[config.mk]
export PLATFORM = sky130hd
export DESIGN_NAME = noc_router_param
export DESIGN_NICKNAME = d
export VERILOG_FILES = /design/src/rtl/noc_router_param.sv
export SDC_FILE = /design/constraint.sdc
export NUM_CORES = 2
export LEC_CHECK = 0
export CORE_ASPECT_RATIO = 0.5
export CORE_MARGIN = 5
export CORE_UTILIZATION = 28
export CTS_BUF_LIST = sky130_fd_sc_hd__clkbuf_8 sky130_fd_sc_hd__clkbuf_16
export DETAILED_ROUTE_END_ITERATION = 10
export PLACE_DENSITY = 0.53
export SYNTH_ARGS = -nofsm -noshare
export SYNTH_HDL_FRONTEND = slang
export SYNTH_SLANG_ARGS = --single-unit
[constraint.sdc]
create_clock -name clk -period 9.6 [get_ports clk]
set_input_delay 1.92 -clock clk [delete_from_list [all_inputs] [get_ports clk]]
set_output_delay 1.92 -clock clk [all_outputs]
set_load 0.1 [all_outputs]
[src/rtl/noc_router_param.sv]
// Parametrised 5-port mesh router: two polarity-phased VCs, per-input FIFOs, XY routing, per-output RR.
// Optional NOC_ROUTER_STATS_EN adds per-output sent counters (stats) and a sticky out-of-range flag (oor_err).
module noc_router_param #(
    parameter int unsigned DATA_W = 64,
    parameter int unsigned DEPTH  = 4,
    parameter int unsigned X_W    = 2,
    parameter int unsigned Y_W    = 2,
    parameter int unsigned MESH_X = 4,
    parameter int unsigned MESH_Y = 4,
    parameter int unsigned MY_X   = 0,
    parameter int unsigned MY_Y   = 0
) (
    input  logic                clk,
    input  logic                reset,
    input  logic [4:0]          si,
    input  logic [5*DATA_W-1:0] packet_in,
    output logic [4:0]          ri,
    output logic [4:0]          so,
    output logic [5*DATA_W-1:0] packet_out,
    input  logic [4:0]          ro,
    output logic                polarity
`ifdef NOC_ROUTER_STATS_EN
    ,
    output logic [5*16-1:0]     stats,
    output logic                oor_err
`endif
);

    localparam int unsigned NP    = 5;
    localparam int unsigned P_E   = 0;
    localparam int unsigned P_W   = 1;
    localparam int unsigned P_S   = 2;
    localparam int unsigned P_N   = 3;
    localparam int unsigned P_PE  = 4;
    localparam int unsigned PTR_W = (DEPTH > 1) ? $clog2(DEPTH) : 1;
    localparam int unsigned CNT_W = PTR_W + 1;

    logic [DATA_W-1:0] mem    [NP][2][DEPTH];
    logic [PTR_W-1:0]  wr_ptr [NP][2];
    logic [PTR_W-1:0]  rd_ptr [NP][2];
    logic [CNT_W-1:0]  count  [NP][2];

    logic              vc_in;
    logic              vc_out;
    logic [NP-1:0]     push;
    logic [NP-1:0]     pop;
    logic [DATA_W-1:0] head       [NP];
    logic [NP-1:0]     head_valid;
    logic [2:0]        head_route [NP];
    logic [2:0]        rr         [NP];
    logic [NP-1:0]     win_valid;
    logic [2:0]        win_idx    [NP];

    function automatic logic is_oor(input logic [DATA_W-1:0] pkt);
        return (32'(pkt[DATA_W-1 -: X_W]) >= MESH_X) ||
               (32'(pkt[DATA_W-1-X_W -: Y_W]) >= MESH_Y);
    endfunction

    // XY dimension-order route; out-of-range destinations eject locally
    function automatic logic [2:0] route_of(input logic [DATA_W-1:0] pkt);
        logic [31:0] dx;
        logic [31:0] dy;
        dx = 32'(pkt[DATA_W-1 -: X_W]);
        dy = 32'(pkt[DATA_W-1-X_W -: Y_W]);
        if (is_oor(pkt))  return 3'(P_PE);
        else if (dx > MY_X) return 3'(P_E);
        else if (dx < MY_X) return 3'(P_W);
        else if (dy > MY_Y) return 3'(P_N);
        else if (dy < MY_Y) return 3'(P_S);
        else                return 3'(P_PE);
    endfunction

    assign vc_in  = polarity;
    assign vc_out = ~polarity;

    // Input side: accept into the current-phase VC unless it is full
    always_comb begin
        ri   = '0;
        push = '0;
        for (int unsigned k = 0; k < NP; k++) begin
            ri[k]   = reset && (count[k][vc_in] != CNT_W'(DEPTH));
            push[k] = si[k] && ri[k];
        end
    end

    always_comb begin
        for (int unsigned k = 0; k < NP; k++) begin
            head[k]       = mem[k][vc_out][rd_ptr[k][vc_out]];
            head_valid[k] = (count[k][vc_out] != '0);
            head_route[k] = route_of(head[k]);
        end
    end

    // Round-robin: first valid head routed to o at or after rr[o]
    always_comb begin
        int unsigned c;
        c         = 0;
        win_valid = '0;
        for (int unsigned o = 0; o < NP; o++) begin
            win_idx[o] = '0;
            for (int unsigned j = 0; j < NP; j++) begin
                c = (32'(rr[o]) + j) % NP;
                if (!win_valid[o] && head_valid[c] && (head_route[c] == 3'(o))) begin
                    win_valid[o] = 1'b1;
                    win_idx[o]   = 3'(c);
                end
            end
        end
    end

    always_comb begin
        so         = '0;
        pop        = '0;
        packet_out = '0;
        for (int unsigned o = 0; o < NP; o++) begin
            so[o] = win_valid[o] && ro[o];
            if (so[o]) begin
                packet_out[o*DATA_W +: DATA_W] = head[win_idx[o]];
                pop[win_idx[o]]                = 1'b1;
            end
        end
    end

    // Push and pop always address opposite VCs, so each counter sees one direction per cycle
    always_ff @(posedge clk or negedge reset) begin
        if (!reset) begin
            polarity <= 1'b0;
            for (int unsigned k = 0; k < NP; k++) begin
                rr[k] <= '0;
                for (int unsigned v = 0; v < 2; v++) begin
                    wr_ptr[k][v] <= '0;
                    rd_ptr[k][v] <= '0;
                    count[k][v]  <= '0;
                end
            end
        end else begin
            polarity <= ~polarity;
            for (int unsigned k = 0; k < NP; k++) begin
                if (push[k]) begin
                    wr_ptr[k][vc_in] <= wr_ptr[k][vc_in] + PTR_W'(1);
                    count[k][vc_in]  <= count[k][vc_in] + CNT_W'(1);
                end
                if (pop[k]) begin
                    rd_ptr[k][vc_out] <= rd_ptr[k][vc_out] + PTR_W'(1);
                    count[k][vc_out]  <= count[k][vc_out] - CNT_W'(1);
                end
            end
            for (int unsigned o = 0; o < NP; o++) begin
                if (so[o]) rr[o] <= (win_idx[o] == 3'd4) ? 3'd0 : win_idx[o] + 3'd1;
            end
        end
    end

    always_ff @(posedge clk) begin
        for (int unsigned k = 0; k < NP; k++) begin
            if (push[k]) mem[k][vc_in][wr_ptr[k][vc_in]] <= packet_in[k*DATA_W +: DATA_W];
        end
    end

`ifdef NOC_ROUTER_STATS_EN
    logic [NP-1:0] head_oor;

    always_comb begin
        for (int unsigned k = 0; k < NP; k++) head_oor[k] = is_oor(head[k]);
    end

    always_ff @(posedge clk or negedge reset) begin
        if (!reset) begin
            stats   <= '0;
            oor_err <= 1'b0;
        end else begin
            for (int unsigned o = 0; o < NP; o++) begin
                if (so[o] && (stats[o*16 +: 16] != 16'hFFFF))
                    stats[o*16 +: 16] <= stats[o*16 +: 16] + 16'd1;
            end
            if (so[P_PE] && head_oor[win_idx[P_PE]]) oor_err <= 1'b1;
        end
    end
`endif

endmodule

==> reports/qor.yml <==
core_um2: 405000
layout.nets: 7394
yosys_warnings: 0
syn_to_final_growth_pct: 20.2
synthArstFlopShare: 0.0303
finalSetupViolCount: 0
worstSkewPairLatency_ns: 0.87
wl_um: 384000
worstSetupPathType: "reg -> out"
hp-class: "reg -> reg"
rows: 165
htreeDepth: 5
grt_pass1_vias: 62300
drt_pass1_iterations: 7
crit_buf_inv: 3
crit_required_ns: 7.68
slowest_delay_ns: 0.89
hold_viol_final: 0
synth-seq-cells: 2640
synth_ff_type: "edfxtp_1"
die_w_um: 914
synthCells: 6330
setup_slack_ns: 0.336
cpMostUsedCell: "buf_4"
grtUsageTotal: 0.175
cts_tree: "yes"
io_pins: 663
post-route-period-util: 0.965
max_slew_margin: 0.0694
end_kind: "output port"
cp.arrival_ns: 7.34
synth_area_um2: 114000
clock_path_buffers: 4
yosysTopAreaCell: "edfxtp_1"
synth_cell_types: 107
cts.sinks: 2640
root_buffer: "clkbuf_16"
worst_slew_pin_slew_ns: 1.36
wire_per_inst_um: 30.4
clk_pin_slew_ns: 0.06
fmax_ghz: 0.108
gp_congestion: 0.891
finalClockSkew_ns: 0.0745
grt_overflow_total: 0
drtIter0Drc: 6756
fin_crit_ns: 9.26
cp-startpoint: "polarity"
final_core_util: 0.339
cp-start-kind: "register"
synth_top_area_frac: 0.672
die_area_um2: 422000
worstReg2RegStart: "rr[3]"
path_max_fanout: 32
synth_edf_count: 2560
fin_setup_tns_ns: 0
cp_top_family: "compound AO/OA/AOI/OAI gates"
vias: 64200
grt_pass1_wl_um: 522000
whs_ns: 0.469
initial_core_util: 0.282
dp_hpwl_um: 257000
synthTopCellsByArea: "edfxtp_1 67%, mux4_2 12%, mux2i_1 5.8%"
portBuffers: 524
synth.yosys.seq_area_share: 0.690
crit_chain: "mux2i_4 -> buf_4 -> a31oi_1 -> a21oi_1 -> o32ai_1 -> or3_1 -> o31a_1 -> o211a_1 -> o22a_2 -> o21ai_4 -> buf_4 -> o21ai_0 -> o221a_2 -> buf_4"
nFillCells: 38300
postRouteAntennaNets: 0
antenna_found_initial: 152
die_h_um: 462
grt_max_degree: 134
crit_slowest_cell: "dfrtp_4"
numCtsBuffers: 273
synth.avg_cell_area_um2: 18.1
cap_viol_max_count: 0
drive_gt1_frac: 0.242
drc_errors: 0
preCtsSetupSlack_ns: 1.17
rsz0062_at_grt: "false"
slew_violations: 0
worstHoldStart: "wr_ptr[16]"
vias_per_cell: 5.08
status: "finished, final reports clean"
## metal layers
layer | track usage | share of wire | up-vias
li1 | - | - | 26800
met1 | 0.222 | 0.39 | 33900
met2 | 0.291 | 0.48 | 2646
met3 | 0.0321 | 0.066 | 756
met4 | 0.0853 | 0.060 | 12
met5 | 0 | 0.00019 | -
## timing repair
| item | 4_1_cts | 5_1_grt |
|---|---|---|
| gates resized for setup | 0 | 12 |
| setup buffers | 0 | 3 |
| setup endpoints to repair | 0 | 72 |
| hold buffers | 0 | 0 |
## cell usage after synthesis (all sizes together), types with 14 or more instances
master	instances
nor2	68
a21oi	139
o21a	76
a31oi	16
clkbuf	251
nand2b	27
mux2	49
inv	85
nor3	31
mux4	597
buf	267
o22ai	16
dfrtp	80
xor2	29
o221a	121
ha	99
o211ai	41
o21ai	209
nand3	68
xnor2	40
and2	59
nor2b	14
mux2i	669
a311oi	21
or3	14
nand2	344
a211oi	81
edfxtp	2560
and3	24
## kinds of logic after synthesis
logic type	count (synthesis)	synth area share
compound gates	865	0.0557
xor+xnor	69	0.00529
fa+ha+maj	99	0.0108
buf+inv	604	0.0256
flops	2640	0.690
mux	1315	0.181
other cells	1	0.0000328
simple gates	737	0.0316
## metrics by stage
stage | area [um2] | instances
after floorplan | 116000 | 6465
after global placement | 129000 | 12100
after detailed placement | 129000 | 12100
after CTS | 137000 | 12600
after global routing | 137000 | 12600
final | 137000 | 12600
## cell usage in the layout, fill, tap and decap left out, drive strengths merged, types with 16 or more instances in the layout
| master | netlist | layout |
|---|---|---|
| o21a | 76 | 76 |
| xnor2 | 40 | 40 |
| a311oi | 21 | 21 |
| o221a | 121 | 121 |
| nand2 | 344 | 344 |
| a21oi | 139 | 139 |
| o21ai | 209 | 210 |
| clkbuf | 251 | 286 |
| nor2 | 68 | 68 |
| mux2 | 49 | 49 |
| nand3 | 68 | 68 |
| dfrtp | 80 | 80 |
| a31oi | 16 | 16 |
| o22ai | 16 | 16 |
| and2 | 59 | 59 |
| buf | 267 | 406 |
| diode | 0 | 46 |
| ha | 99 | 99 |
| xor2 | 29 | 29 |
| edfxtp | 2560 | 2560 |
| mux4 | 597 | 597 |
| bufinv | 0 | 18 |
| nand2b | 27 | 27 |
| o211ai | 41 | 41 |
| mux2i | 669 | 669 |
| and3 | 24 | 24 |
| a211oi | 81 | 81 |
| conb | 1 | 136 |
| clkinv | 1 | 96 |
| nor3 | 31 | 31 |
| inv | 85 | 159 |
| clkdlybuf4s50 | 0 | 333 |
## final timing paths
kind / end / slack [ns] / cells after the start
min in group asynchronous: wr_ptr[11] / 0.92 / 1
worst min-delay path: wr_ptr[16] / 0.47 / 1
worst max register to register: rd_ptr[12] / 2.92 / 22
worst max-delay path: packet_out[29] / 0.34 / 14
worst min register to register: wr_ptr[16] / 0.47 / 1
max in group asynchronous: rd_ptr[6] / 7.78 / 2
## layout make-up
class / count / area [um2] / share of cell area
multi-input cells: 3223 / 34200 / 0.249
repair buffers: 739 / 8490 / 0.0617
flip-flops and latches: 2640 / 78900 / 0.574
inverters: 86 / 342 / 0.00249
well taps: 5427 / 6790 / 0.0494
clock inverters: 197 / 1480 / 0.0108
clock buffers: 286 / 7100 / 0.0517
diodes: 46 / 115 / 0.000837
## state kept, by name (all words and copies together), names as in the netlist
name      cells
mem        2560
rd_ptr       20
rr            9
wr_ptr       20
polarity      1
count        30
Power is not shown: default switching activity piles up to over one toggle a cycle in this logic, so the estimate is an artifact.
